===== config.mk =====
export PLATFORM = sky130hd
export DESIGN_NAME = kvs_query_ctrl_flat
export DESIGN_NICKNAME = d
export VERILOG_FILES = /design/src/rtl/kvs_query_ctrl_if.sv /design/src/rtl/kvs_query_ctrl.sv /design/src/flat_wrapper.sv
export SDC_FILE = /design/constraint.sdc
export NUM_CORES = 1
export LEC_CHECK = 0
export ABC_CLOCK_PERIOD_IN_PS = 4300
export CORE_MARGIN = 5
export CORE_UTILIZATION = 48
export DETAILED_ROUTE_END_ITERATION = 8
export HOLD_SLACK_MARGIN = 0.05
export PLACE_DENSITY = 0.92
export SLEW_MARGIN = 20
export SYNTH_ARGS = -nofsm -noshare
export SYNTH_HDL_FRONTEND = slang
export SYNTH_SLANG_ARGS = --single-unit

===== constraint.sdc =====
create_clock -name clk -period 4.3 [get_ports clk]
set_input_delay 0.43 -clock clk [delete_from_list [all_inputs] [get_ports clk]]
set_output_delay 0.43 -clock clk [all_outputs]
set_load 0.02 [all_outputs]

===== src/rtl/kvs_query_ctrl_if.sv =====
`default_nettype none
// ============================================================================
// Module      : kvs_query_ctrl_if
// Description : Bus bundle for the key-value-store query controller: parser
//               request channel, database request/result channel, packet
//               filter response channel and status outputs.
// Revision    : 1.0 - initial release
// ============================================================================
interface kvs_query_ctrl_if #(
    parameter int KEY_SIZE = 96
);
    // parser -> controller
    logic                req_valid;
    logic                req_ready;
    logic [KEY_SIZE-1:0] req_key;
    logic [3:0]          req_flag;
    logic [7:0]          req_id;
    // controller -> database
    logic [KEY_SIZE-1:0] in_key;
    logic [3:0]          in_flag;
    logic                in_valid;
    // database -> controller
    logic                out_valid;
    logic [3:0]          out_flag;
    // controller -> packet filter
    logic                rsp_valid;
    logic [7:0]          rsp_id;
    logic [3:0]          rsp_flag;
    logic                rsp_timeout;
    // status
    logic [4:0]          outstanding;
    logic [7:0]          err_cnt;

    modport slave (
        input  req_valid, req_key, req_flag, req_id, out_valid, out_flag,
        output req_ready, in_key, in_flag, in_valid,
               rsp_valid, rsp_id, rsp_flag, rsp_timeout, outstanding, err_cnt
    );

    modport master (
        output req_valid, req_key, req_flag, req_id, out_valid, out_flag,
        input  req_ready, in_key, in_flag, in_valid,
               rsp_valid, rsp_id, rsp_flag, rsp_timeout, outstanding, err_cnt
    );
endinterface
`default_nettype wire


===== src/rtl/kvs_query_ctrl.sv =====
`default_nettype none
// ============================================================================
// Module      : kvs_query_ctrl
// Description : Tracks in-flight key lookups to an in-order database. Tags are
//               queued at request time and retired either by a database
//               result or by an age timeout; results arriving for lookups
//               that already timed out are discarded and counted as errors.
// Revision    : 1.0 - initial release
// ============================================================================
module kvs_query_ctrl #(
    parameter int KEY_SIZE = 96,
    parameter int DEPTH    = 8,
    parameter int TIMEOUT  = 255
) (
    input  logic            clk,
    input  logic            rst_n,
    kvs_query_ctrl_if.slave bus
);

    localparam int PTR_W = (DEPTH > 1) ? $clog2(DEPTH) : 1;
    localparam int TMR_W = (TIMEOUT > 1) ? $clog2(TIMEOUT + 1) : 1;

    typedef enum logic [0:0] {
        ST_IDLE = 1'b0,
        ST_BUSY = 1'b1
    } state_t;

    state_t              state_q,     state_d;
    logic [PTR_W-1:0]    wr_ptr_q,    wr_ptr_d;
    logic [PTR_W-1:0]    rd_ptr_q,    rd_ptr_d;
    logic [4:0]          cnt_q,       cnt_d;
    logic [TMR_W-1:0]    timer_q,     timer_d;
    logic [4:0]          stale_q,     stale_d;
    logic [7:0]          err_q,       err_d;
    logic                in_valid_q,  in_valid_d;
    logic [KEY_SIZE-1:0] in_key_q,    in_key_d;
    logic [3:0]          in_flag_q,   in_flag_d;
    logic                rsp_valid_q, rsp_valid_d;
    logic [7:0]          rsp_id_q,    rsp_id_d;
    logic [3:0]          rsp_flag_q,  rsp_flag_d;
    logic                rsp_to_q,    rsp_to_d;

    logic [7:0]          tag_mem [DEPTH];

    logic req_ready;
    logic push;
    logic fifo_empty;
    logic ov_stale;
    logic ov_orphan;
    logic pop_result;
    logic pop_timeout;
    logic pop;

    // Retire decisions: a database result always wins over the age timeout;
    // results owed to already timed-out lookups are swallowed first.
    always_comb begin
        req_ready   = (cnt_q < 5'(DEPTH));
        push        = bus.req_valid && req_ready;
        fifo_empty  = (state_q == ST_IDLE);
        ov_stale    = bus.out_valid && (stale_q != 5'd0);
        ov_orphan   = bus.out_valid && (stale_q == 5'd0) && fifo_empty;
        pop_result  = bus.out_valid && (stale_q == 5'd0) && !fifo_empty;
        pop_timeout = !bus.out_valid && !fifo_empty &&
                      (timer_q >= TMR_W'(TIMEOUT - 1));
        pop         = pop_result || pop_timeout;
    end

    // Next-state for queue bookkeeping, FSM, timer, counters and outputs.
    always_comb begin
        state_d     = state_q;
        wr_ptr_d    = wr_ptr_q;
        rd_ptr_d    = rd_ptr_q;
        cnt_d       = cnt_q;
        timer_d     = timer_q;
        stale_d     = stale_q;
        err_d       = err_q;
        in_valid_d  = push;
        in_key_d    = in_key_q;
        in_flag_d   = in_flag_q;
        rsp_valid_d = pop;
        rsp_id_d    = rsp_id_q;
        rsp_flag_d  = rsp_flag_q;
        rsp_to_d    = rsp_to_q;

        if (push) begin
            wr_ptr_d  = wr_ptr_q + PTR_W'(1);
            in_key_d  = bus.req_key;
            in_flag_d = bus.req_flag;
        end

        if (pop) begin
            rd_ptr_d   = rd_ptr_q + PTR_W'(1);
            rsp_id_d   = tag_mem[rd_ptr_q];
            rsp_flag_d = pop_result ? bus.out_flag : 4'd0;
            rsp_to_d   = pop_timeout;
        end

        case ({push, pop})
            2'b10:   cnt_d = cnt_q + 5'd1;
            2'b01:   cnt_d = cnt_q - 5'd1;
            default: cnt_d = cnt_q;
        endcase

        // Timer measures how long the current head has waited.
        if (pop || (push && fifo_empty)) begin
            timer_d = '0;
        end else if (!fifo_empty && (timer_q != {TMR_W{1'b1}})) begin
            timer_d = timer_q + TMR_W'(1);
        end

        if (pop_timeout && (stale_q != 5'h1F)) begin
            stale_d = stale_q + 5'd1;
        end else if (ov_stale) begin
            stale_d = stale_q - 5'd1;
        end

        if ((ov_stale || ov_orphan) && (err_q != 8'hFF)) begin
            err_d = err_q + 8'd1;
        end

        case (state_q)
            ST_IDLE: if (push) state_d = ST_BUSY;
            ST_BUSY: if (cnt_d == 5'd0) state_d = ST_IDLE;
            default: state_d = ST_IDLE;
        endcase
    end

    // Register all control state; reset drops every in-flight lookup.
    always_ff @(posedge clk or negedge rst_n) begin
        if (!rst_n) begin
            state_q     <= ST_IDLE;
            wr_ptr_q    <= '0;
            rd_ptr_q    <= '0;
            cnt_q       <= 5'd0;
            timer_q     <= '0;
            stale_q     <= 5'd0;
            err_q       <= 8'd0;
            in_valid_q  <= 1'b0;
            in_key_q    <= '0;
            in_flag_q   <= 4'd0;
            rsp_valid_q <= 1'b0;
            rsp_id_q    <= 8'd0;
            rsp_flag_q  <= 4'd0;
            rsp_to_q    <= 1'b0;
        end else begin
            state_q     <= state_d;
            wr_ptr_q    <= wr_ptr_d;
            rd_ptr_q    <= rd_ptr_d;
            cnt_q       <= cnt_d;
            timer_q     <= timer_d;
            stale_q     <= stale_d;
            err_q       <= err_d;
            in_valid_q  <= in_valid_d;
            in_key_q    <= in_key_d;
            in_flag_q   <= in_flag_d;
            rsp_valid_q <= rsp_valid_d;
            rsp_id_q    <= rsp_id_d;
            rsp_flag_q  <= rsp_flag_d;
            rsp_to_q    <= rsp_to_d;
        end
    end

    // Tag storage; contents are meaningful only between the pointers.
    always_ff @(posedge clk) begin
        if (push) begin
            tag_mem[wr_ptr_q] <= bus.req_id;
        end
    end

    assign bus.req_ready   = req_ready;
    assign bus.in_valid    = in_valid_q;
    assign bus.in_key      = in_key_q;
    assign bus.in_flag     = in_flag_q;
    assign bus.rsp_valid   = rsp_valid_q;
    assign bus.rsp_id      = rsp_id_q;
    assign bus.rsp_flag    = rsp_flag_q;
    assign bus.rsp_timeout = rsp_to_q;
    assign bus.outstanding = cnt_q;
    assign bus.err_cnt     = err_q;

endmodule
`default_nettype wire


===== src/flat_wrapper.sv =====
// flat-port wrapper written by rule: the top's interface ports become plain ports
module kvs_query_ctrl_flat 
#(
    parameter int KEY_SIZE = 96,
    parameter int DEPTH    = 8,
    parameter int TIMEOUT  = 255
)
  (clk, rst_n, bus_req_valid, bus_req_key, bus_req_flag, bus_req_id, bus_out_valid, bus_out_flag, bus_req_ready, bus_in_key, bus_in_flag, bus_in_valid, bus_rsp_valid, bus_rsp_id, bus_rsp_flag, bus_rsp_timeout, bus_outstanding, bus_err_cnt);
  kvs_query_ctrl_if #(.KEY_SIZE(KEY_SIZE)) bus_i ();
  input  logic clk;
  input  logic rst_n;
  input wire logic [$bits(bus_i.req_valid)-1:0] bus_req_valid;
  input wire logic [$bits(bus_i.req_key)-1:0] bus_req_key;
  input wire logic [$bits(bus_i.req_flag)-1:0] bus_req_flag;
  input wire logic [$bits(bus_i.req_id)-1:0] bus_req_id;
  input wire logic [$bits(bus_i.out_valid)-1:0] bus_out_valid;
  input wire logic [$bits(bus_i.out_flag)-1:0] bus_out_flag;
  output wire logic [$bits(bus_i.req_ready)-1:0] bus_req_ready;
  output wire logic [$bits(bus_i.in_key)-1:0] bus_in_key;
  output wire logic [$bits(bus_i.in_flag)-1:0] bus_in_flag;
  output wire logic [$bits(bus_i.in_valid)-1:0] bus_in_valid;
  output wire logic [$bits(bus_i.rsp_valid)-1:0] bus_rsp_valid;
  output wire logic [$bits(bus_i.rsp_id)-1:0] bus_rsp_id;
  output wire logic [$bits(bus_i.rsp_flag)-1:0] bus_rsp_flag;
  output wire logic [$bits(bus_i.rsp_timeout)-1:0] bus_rsp_timeout;
  output wire logic [$bits(bus_i.outstanding)-1:0] bus_outstanding;
  output wire logic [$bits(bus_i.err_cnt)-1:0] bus_err_cnt;
  assign bus_i.req_valid = bus_req_valid;
  assign bus_i.req_key = bus_req_key;
  assign bus_i.req_flag = bus_req_flag;
  assign bus_i.req_id = bus_req_id;
  assign bus_i.out_valid = bus_out_valid;
  assign bus_i.out_flag = bus_out_flag;
  assign bus_req_ready = bus_i.req_ready;
  assign bus_in_key = bus_i.in_key;
  assign bus_in_flag = bus_i.in_flag;
  assign bus_in_valid = bus_i.in_valid;
  assign bus_rsp_valid = bus_i.rsp_valid;
  assign bus_rsp_id = bus_i.rsp_id;
  assign bus_rsp_flag = bus_i.rsp_flag;
  assign bus_rsp_timeout = bus_i.rsp_timeout;
  assign bus_outstanding = bus_i.outstanding;
  assign bus_err_cnt = bus_i.err_cnt;
  kvs_query_ctrl #(.KEY_SIZE(KEY_SIZE), .DEPTH(DEPTH), .TIMEOUT(TIMEOUT)) u_core (.clk(clk), .rst_n(rst_n), .bus(bus_i));
endmodule

==> results of run 1 <==
cell families after synthesis:
family | after synthesis
xor+xnor | 25
mux | 30
compound gates | 43
flops | 212
simple gates | 389
buf+inv | 43
fa+ha+maj | 12
worst max-delay path, stage by stage, from the launching register on:
cell	delay, ns
dfrtp_1	0.40
inv_1	0.07
ha_1	0.20
nor2_1	0.21
nor4_4	0.10
nor2_2	0.73
inv_1	0.10
ha_1	0.43
nor2b_1	0.25
nand3b_1	0.13
a2111oi_2	0.38
a211oi_2	0.07
xnor2_1	0.14
o31a_1	0.30
stage by stage:
stage,worst slack [ns],hold WS (ns),power (mW)
CTS,0.657,0.430,8.89
detailed placement,0.335,0.462,6.76
global route,0.251,0.437,9.37
finish,0.669,0.450,8.80
global placement,0.479,0.457,6.63
floorplan,1.08,0.134,5.07
metal layers:
layer	vias up	share of wire, %	track usage (%)
met5	-	0	0
met4	0	2.2	6.14
met3	44	12	8.22
met2	309	48	35.8
met1	3069	38	26.3
li1	2992	-	-
synth_stat cells, types with 4 or more instances:
library cell	n	share of area, %
mux2i_1	11	1.3
o21ai_0	13	0.76
nor3_1	4	0.23
edfxtp_1	64	22
dfrtp_1	148	43
mux4_2	16	4.2
clkbuf_1	25	1.1
xnor2_1	13	1.3
ha_1	11	1.6
and3_1	4	0.29
buf_1	7	0.31
xor2_1	12	1.2
a22o_1	5	0.51
nand4_1	4	0.29
a21oi_1	5	0.29
inv_1	9	0.39
nor2_1	16	0.70
nand2_1	334	15
power by group:
part,switching [mW],internal (mW),total [mW]
Sequential,0.546,2.76,3.30
Clock,0.792,1.27,2.06
Combinational,1.81,1.63,3.43
sequential cells by signal (all words and copies together) (netlist names):
| name | flops |
|---|---|
| u_core.bus.in_valid | 1 |
| u_core.bus.rsp_timeout | 1 |
| u_core.bus.in_key | 96 |
| u_core.stale_q | 5 |
| u_core.rd_ptr_q | 3 |
| u_core.bus.in_flag | 4 |
| u_core.bus.rsp_id | 8 |
| u_core.state_q | 1 |
| u_core.bus.rsp_flag | 4 |
| u_core.timer_q | 8 |
| u_core.bus.outstanding | 5 |
| u_core.bus.err_cnt | 8 |
| u_core.tag_mem | 64 |
| u_core.wr_ptr_q | 3 |
| u_core.bus.rsp_valid | 1 |
path summary, 6_finish.rpt:
check	slack (ns)	depth (start not counted)	from	end
setup / recovery	0.67	13	u_core.timer_q[0]$_DFFE_PN0P_	u_core.state_q$_DFF_PN0_
hold / removal	0.45	3	bus_req_key[5]	u_core.bus.in_key[5]$_DFFE_PN0P_
setup reg to reg	0.67	13	u_core.timer_q[0]$_DFFE_PN0P_	u_core.state_q$_DFF_PN0_
hold reg to reg	0.47	2	u_core.bus.in_key[86]$_DFFE_PN0P_	u_core.bus.in_key[86]$_DFFE_PN0P_
max in group asynchronous	2.80	3	rst_n	u_core.bus.in_key[72]$_DFFE_PN0P_
min in group asynchronous	0.55	2	rst_n	u_core.bus.in_key[89]$_DFFE_PN0P_
layout make-up:
type	instances	area share [%]
Clock inverter	12	1.21
Multi-Input combinational cell	499	23.0
Inverter	9	0.290
Timing Repair Buffer	257	21.1
Sequential cell	212	46.6
Clock buffer	30	5.49
Tap cell	225	2.33
repair_timing:
item	in CTS	in global routing
hold buffers	1	0
hold endpoints to repair	79	0
buffers inserted	0	0
==> results.yml, run 1 <==
sta:
  fmax_mhz: 275
  rsz0062_at_grt: "false"
  slew_headroom_pct: 38.0
  setup_viol: 0
  period_share_pct: 84.4
  finalSetupTns_ns: 0
  hold_viol_final: 0
  worst_slew_pin_slew_ns: 0.927
  period_needed_ns: 3.63
  fin_skew_ns: 0.0179
  slew_viol_final: 0
synth:
  yosys_warnings: 0
  synth_edf_count: 64
  yosys-mux-area-fraction_pct: 5.94
  syn_nets: 882
  synth_fa_ha_area_share_pct: 1.84
  yosysUniqueCellTypes: 54
  yosysSeqAreaShare_pct: 65.7
  synthArstFlopShare_pct: 69.8
  synth_area_um2: 8560
  synthXorXnorAreaFrac_pct: 2.56
  synth-simple-area-share_pct: 18.6
  yosys_most_used_dff: "dfrtp_1"
  synth_compound_area_share_pct: 3.44
  ys_seq_elements: 212
  synth_cells: 754
  syn_area_per_cell_um2: 11.4
  synth_top_family_by_area: "simple AND/OR/NAND/NOR gates"
floorplanning:
  fp.dieH_um: 144
  die_w_um: 144
  std_cell_rows: 48
  start_util_pct: 49.1
  core_um2: 17400
  pin_count: 245
  die-area_um2: 20600
outcome:
  status: "finished, final reports clean"
setup_path:
  start_kind: "flop"
  required_ns: 4.69
  cp.arrival_ns: 4.02
  cp_max_fo: 26
  worstSetupPathType: "flop to flop"
  worstSetupEndpointType: "flop"
cells_and_area:
  fillCellCount: 1192
  diodes: 0
  final_util_pct: 69.3
  regArea_um2: 5630
  area_growth_pct: 41.1
  mostFrequentLayoutCells: "nand2_1, clkdlybuf4s50_1, dfrtp_1"
  final_cells: 1244
  drive_gt1_share_pct: 8.15
  final_area_um2: 12100
  multi_input_area_um2: 2780
  nNetsFinal: 1130
  layout_commonest_cell: "nand2_1"
global_route:
  grt_pass1_vias: 6818
  grt_max_degree: 84
  grt_pass1_wl_um: 35300
  grtUsageTotal_pct: 21.5
  grt_antenna_before_repair: 0
  grt-ovfl-total: 0
detailed_routing:
  routed_wl_um: 21700
  ant_nets: 0
  vias: 6414
  drtPass1Iterations: 5
  via_per_inst: 5.16
  first_iter_violations: 356
  post_drt_wl_per_cell_um: 17.4
  drc: 0
clocking:
  tritoncts: "yes"
  insertion_delay_ns: 0.51
  cts-root-buf: "clkbuf_16"
  clk_pin_slew_ns: 0.06
  ctsHtreeMaxLevel: 1
  cts_repair_resize_count: 0
  cts.sinks: 212
  ctsLongestPathBuffers: 3
  cts_buffers: 23
pwr:
  p_leak_nw: 5.31
  vdd_drop_max_v: 0.000464
  cellPowerDensity_nw_per_um2: 729
placed_design:
  placed_cells: 1201
  dpl_cell_area_um2: 11300
  place.gp.congestion: 0.819
  dp_hpwl_um: 14900
  port_buffers: 244
worst_hold_path:
  hp-class: "input pin to flop"
job:
  drv_cap: 0
(Power assumes the default switching activity.)
==> run 2: changes to the inputs <==
Settings changed: ABC_CLOCK_PERIOD_IN_PS 4300 to 3400.
Clock period 4.3 ns to 3.4 ns, I/O delays scaled along.
==> results.yml, run 2 (synthesis results as in run 1) <==
pwr:
  vdd_drop_max_v: 0.000589
  cellPowerDensity_nw_per_um2: 914
  p_total_mw: 11.1
  p_leak_nw: 5.32
floorplanning:
  core_um2: 17400
  std_cell_rows: 48
  die_w_um: 144
  start_util_pct: 49.1
  die-area_um2: 20600
  pin_count: 245
  fp.dieH_um: 144
sta:
  hold_viol_final: 0
  fmax_mhz: 336
  fin_skew_ns: 0.0116
  slew_viol_final: 0
  period_share_pct: 87.5
  worst_slew_pin_slew_ns: 0.934
  rsz0062_at_grt: "false"
  slew_headroom_pct: 37.8
  finalSetupTns_ns: 0
  setup_viol: 0
  period_needed_ns: 2.97
clocking:
  cts_repair_resize_count: 0
  cts-root-buf: "clkbuf_16"
  cts_buffers: 23
  ctsLongestPathBuffers: 3
  insertion_delay_ns: 0.50
  clk_pin_slew_ns: 0.06
  post_cts_buffers: 0
  tritoncts: "yes"
  cts.sinks: 212
  ctsHtreeMaxLevel: 1
  hold_buffers: 1
detailed_routing:
  wl_met2_um: 10700
  post_drt_wl_per_cell_um: 17.4
  via_per_inst: 5.13
  top_layer: "met4"
  first_iter_violations: 347
  drc: 0
  drt-met1-wl_um: 8540
  drtPass1Iterations: 4
  wl_met3_um: 2090
  vias: 6407
  routed_wl_um: 21800
  ant_nets: 0
setup_path:
  cp_max_fo: 5
  crit_family: "compound AO/OA/AOI/OAI gates"
  slowest_stage: "dfrtp_1"
  start_kind: "flop"
  crit-reg2reg-launch: "u_core.timer_q[0]$_DFFE_PN0P_"
  path_cells: "inv_1, ha_1, nor2_1, nor4_4, o21ai_2, inv_1, ha_1, nor2b_1, nand3b_1, a2111oi_2, a211oi_2, xnor2_1, o31a_1"
  cp.arrival_ns: 3.35
  required_ns: 3.77
  worstSetupPathType: "flop to flop"
  critPathLaunch: "u_core.timer_q[0]$_DFFE_PN0P_"
  cp_num_buf_inv: 2
  slowest_delay_ns: 0.40
  worstSetupEndpointType: "flop"
placed_design:
  place.gp.congestion: 0.862
  dp_hpwl_um: 15300
  port_buffers: 244
  dpl_cell_area_um2: 11300
  placed_cells: 1206
cells_and_area:
  largest_register_ffs: 96
  final_cells: 1249
  diodes: 0
  final_area_um2: 12100
  regArea_um2: 5630
  area_growth_pct: 41.4
  mostFrequentLayoutCells: "nand2_1, clkdlybuf4s50_1, dfrtp_1"
  layout_commonest_cell: "nand2_1"
  multi_input_area_um2: 2780
  nNetsFinal: 1135
  drive_gt1_share_pct: 8.11
  fillCellCount: 1183
global_route:
  grt_pass1_vias: 6635
  grt-ovfl-total: 0
  grt_pass1_wl_um: 34000
  grt_antenna_before_repair: 0
  grtUsageTotal_pct: 20.8
  grt_max_degree: 89
worst_hold_path:
  holdCritStartpoint: "bus_req_key[66]"
  hp-class: "input pin to flop"
job:
  drv_cap: 0
outcome:
  status: "finished, final reports clean"
run 2: cell types whose count changed in the layout (fill, tap and decap cells not counted), sizes merged:
| cell | delta |
|---|---|
| buf | +5 |
| clkbuf | +3 |
| clkinv | -2 |
| inv | -2 |
| clkinvlp | +1 |
run 2: tightest hold or removal path, cell delays in order:
cell and delay [ns]:
clkdlybuf4s50_1 0.39, nand2_1 0.05, nand2_1 0.04
run 2: layout make-up:
class | count | area share (%)
Sequential cell | 212 | 46.5
Multi-Input combinational cell | 499 | 23.0
Timing Repair Buffer | 262 | 21.4
Clock buffer | 33 | 5.40
Tap cell | 225 | 2.33
Clock inverter | 9 | 1.10
Inverter | 9 | 0.290
run 2: per-layer routing:
metal | GRT usage (%) | up-vias
li1 | - | 3005
met1 | 25.4 | 3103
met2 | 36.2 | 263
met3 | 6.42 | 36
met4 | 5.65 | 0
met5 | 0 | -
run 2: final timing paths:
check	endpoint	slack [ns]	depth (start not counted)
min in group asynchronous	u_core.bus.in_key[90]$_DFFE_PN0P_	0.43	2
setup reg to reg	u_core.state_q$_DFF_PN0_	0.43	13
hold / removal	u_core.bus.in_key[66]$_DFFE_PN0P_	0.37	3
hold reg to reg	u_core.bus.in_key[57]$_DFFE_PN0P_	0.47	2
max in group asynchronous	u_core.bus.in_key[50]$_DFFE_PN0P_	2.11	3
setup / recovery	u_core.state_q$_DFF_PN0_	0.43	13
run 2: stage by stage:
step                      utilization (%)  setup slack (ns)  hold slack, ns
after floorplan                         -             0.181          0.0444
final                                69.5             0.427           0.367
after global placement               64.9             0.302           0.382
after detailed placement             64.9             0.213           0.387
after global routing                 69.5             0.215           0.357
after CTS                            69.5             0.427           0.348
run 2: power breakdown:
part	leakage (nW)	internal (mW)	switching (mW)
Sequential	2.42	3.49	0.671
Clock	0.378	1.57	0.982
Combinational	2.52	2.07	2.29
==> run 3: changes to the inputs <==
Settings changed: SKIP_CTS_REPAIR_TIMING set to 1.
==> results.yml, run 3 (synthesis results as in run 1) <==
outcome:
  status: "finished, final reports clean"
floorplanning:
  std_cell_rows: 48
  fp.dieH_um: 144
  core_um2: 17400
  die_w_um: 144
  start_util_pct: 49.1
  pin_count: 245
  die-area_um2: 20600
global_route:
  grt_antenna_before_repair: 0
  grtUsageTotal_pct: 20.8
  grt_max_degree: 89
  grt_pass1_vias: 6617
  grt_pass1_wl_um: 33900
  grt-ovfl-total: 0
clocking:
  clk_pin_slew_ns: 0.06
  cts_buffers: 23
  cts-root-buf: "clkbuf_16"
  cts.sinks: 212
  tritoncts: "yes"
  ctsLongestPathBuffers: 3
  ctsHtreeMaxLevel: 1
  insertion_delay_ns: 0.50
sta:
  slew_headroom_pct: 37.8
  setup_viol: 0
  fin_skew_ns: 0.0104
  rsz0062_at_grt: "false"
  slew_viol_final: 0
  period_share_pct: 87.5
  period_needed_ns: 2.97
  fmax_mhz: 336
  worst_slew_pin_slew_ns: 0.933
  hold_viol_final: 0
  finalSetupTns_ns: 0
cells_and_area:
  area_growth_pct: 41.4
  mostFrequentLayoutCells: "nand2_1, clkdlybuf4s50_1, dfrtp_1"
  nNetsFinal: 1135
  regArea_um2: 5630
  multi_input_area_um2: 2780
  final_util_pct: 69.5
  diodes: 0
  drive_gt1_share_pct: 8.11
  fillCellCount: 1183
  layout_commonest_cell: "nand2_1"
  final_area_um2: 12100
  largest_register_ffs: 96
  final_cells: 1249
detailed_routing:
  vias: 6401
  drtPass1Iterations: 4
  drc: 0
  via_per_inst: 5.12
  post_drt_wl_per_cell_um: 17.4
  first_iter_violations: 347
  routed_wl_um: 21800
  ant_nets: 0
placed_design:
  place.gp.congestion: 0.862
  port_buffers: 244
  dpl_cell_area_um2: 11300
  placed_cells: 1206
  dp_hpwl_um: 15300
pwr:
  p_comb_share_pct: 39.4
  p_total_mw: 11.1
  power.internal_mw: 7.12
  p_seq_share_pct: 37.6
  swShare_pct: 35.6
  switching_power_mw: 3.94
  p_leak_nw: 5.32
  cellPowerDensity_nw_per_um2: 914
  clockPowerShare_pct: 23.0
  vdd_drop_max_v: 0.000589
setup_path:
  worstSetupPathType: "flop to flop"
  rr_worst_depth: 13
  start_kind: "flop"
  cp_max_fo: 5
  worstSetupEndpointType: "flop"
  required_ns: 3.77
  setup.worst_path.end: "u_core.state_q$_DFF_PN0_"
  cp.arrival_ns: 3.35
  critPathLaunch: "u_core.timer_q[0]$_DFFE_PN0P_"
  crit-reg2reg-launch: "u_core.timer_q[0]$_DFFE_PN0P_"
  r2r_end: "u_core.state_q$_DFF_PN0_"
  r2r_slack_ns: 0.43
job:
  drv_cap: 0
worst_hold_path:
  hp-class: "input pin to flop"
run 3: power by group through the flow:
stage / Combinational, mW / Sequential, mW / Clock (mW)
floorplan: 1.52 / 4.89 / 0
global placement: 4.26 / 4.13 / 0
detailed placement: 4.39 / 4.18 / 0
CTS: 4.42 / 4.16 / 2.61
global route: 4.72 / 4.28 / 2.72
finish: 4.36 / 4.16 / 2.55
run 3: final cells by class:
type,count,area share [%]
clock buffers,33,5.40
well taps,225,2.33
flip-flops and latches,212,46.5
inverters,9,0.290
repair buffers,262,21.4
multi-input cells,499,23.0
clock inverters,9,1.10
run 3: per-stage QoR:
stage          worst slack (ns)  hold WS [ns]
4_1_cts                   0.427        -0.134
3_5_place_dp              0.213         0.387
3_3_place_gp              0.302         0.382
5_1_grt                   0.215         0.357
6_report                  0.427         0.367
2_1_floorplan             0.181        0.0444
run 3: worst max-delay path, stage by stage (launching register included):
cell	delay, ns
dfrtp_1	0.40
inv_1	0.06
ha_1	0.18
nor2_1	0.20
nor4_4	0.07
o21ai_2	0.23
inv_1	0.08
ha_1	0.35
nor2b_1	0.26
nand3b_1	0.13
a2111oi_2	0.38
a211oi_2	0.07
xnor2_1	0.15
o31a_1	0.30
run 3: metal layers:
metal  part of all wire [%]  global-route usage [%]
met5                      0                       0
met4                    2.3                    5.65
met3                    9.5                    6.49
met2                     49                    36.0
met1                     39                    25.3
run 3: how the worst min path moves through the flow:
stage                                         to       startpoint  cells past startpoint
2_1_floorplan  u_core.bus.err_cnt[0]$_DFFE_PN0P_            rst_n                      0
3_3_place_gp   u_core.bus.in_key[90]$_DFFE_PN0P_            rst_n                      1
3_5_place_dp   u_core.bus.in_key[92]$_DFFE_PN0P_            rst_n                      1
4_1_cts        u_core.bus.in_key[92]$_DFFE_PN0P_            rst_n                      1
5_1_grt        u_core.bus.in_key[22]$_DFFE_PN0P_  bus_req_key[22]                      3
6_report       u_core.bus.in_key[24]$_DFFE_PN0P_  bus_req_key[24]                      3
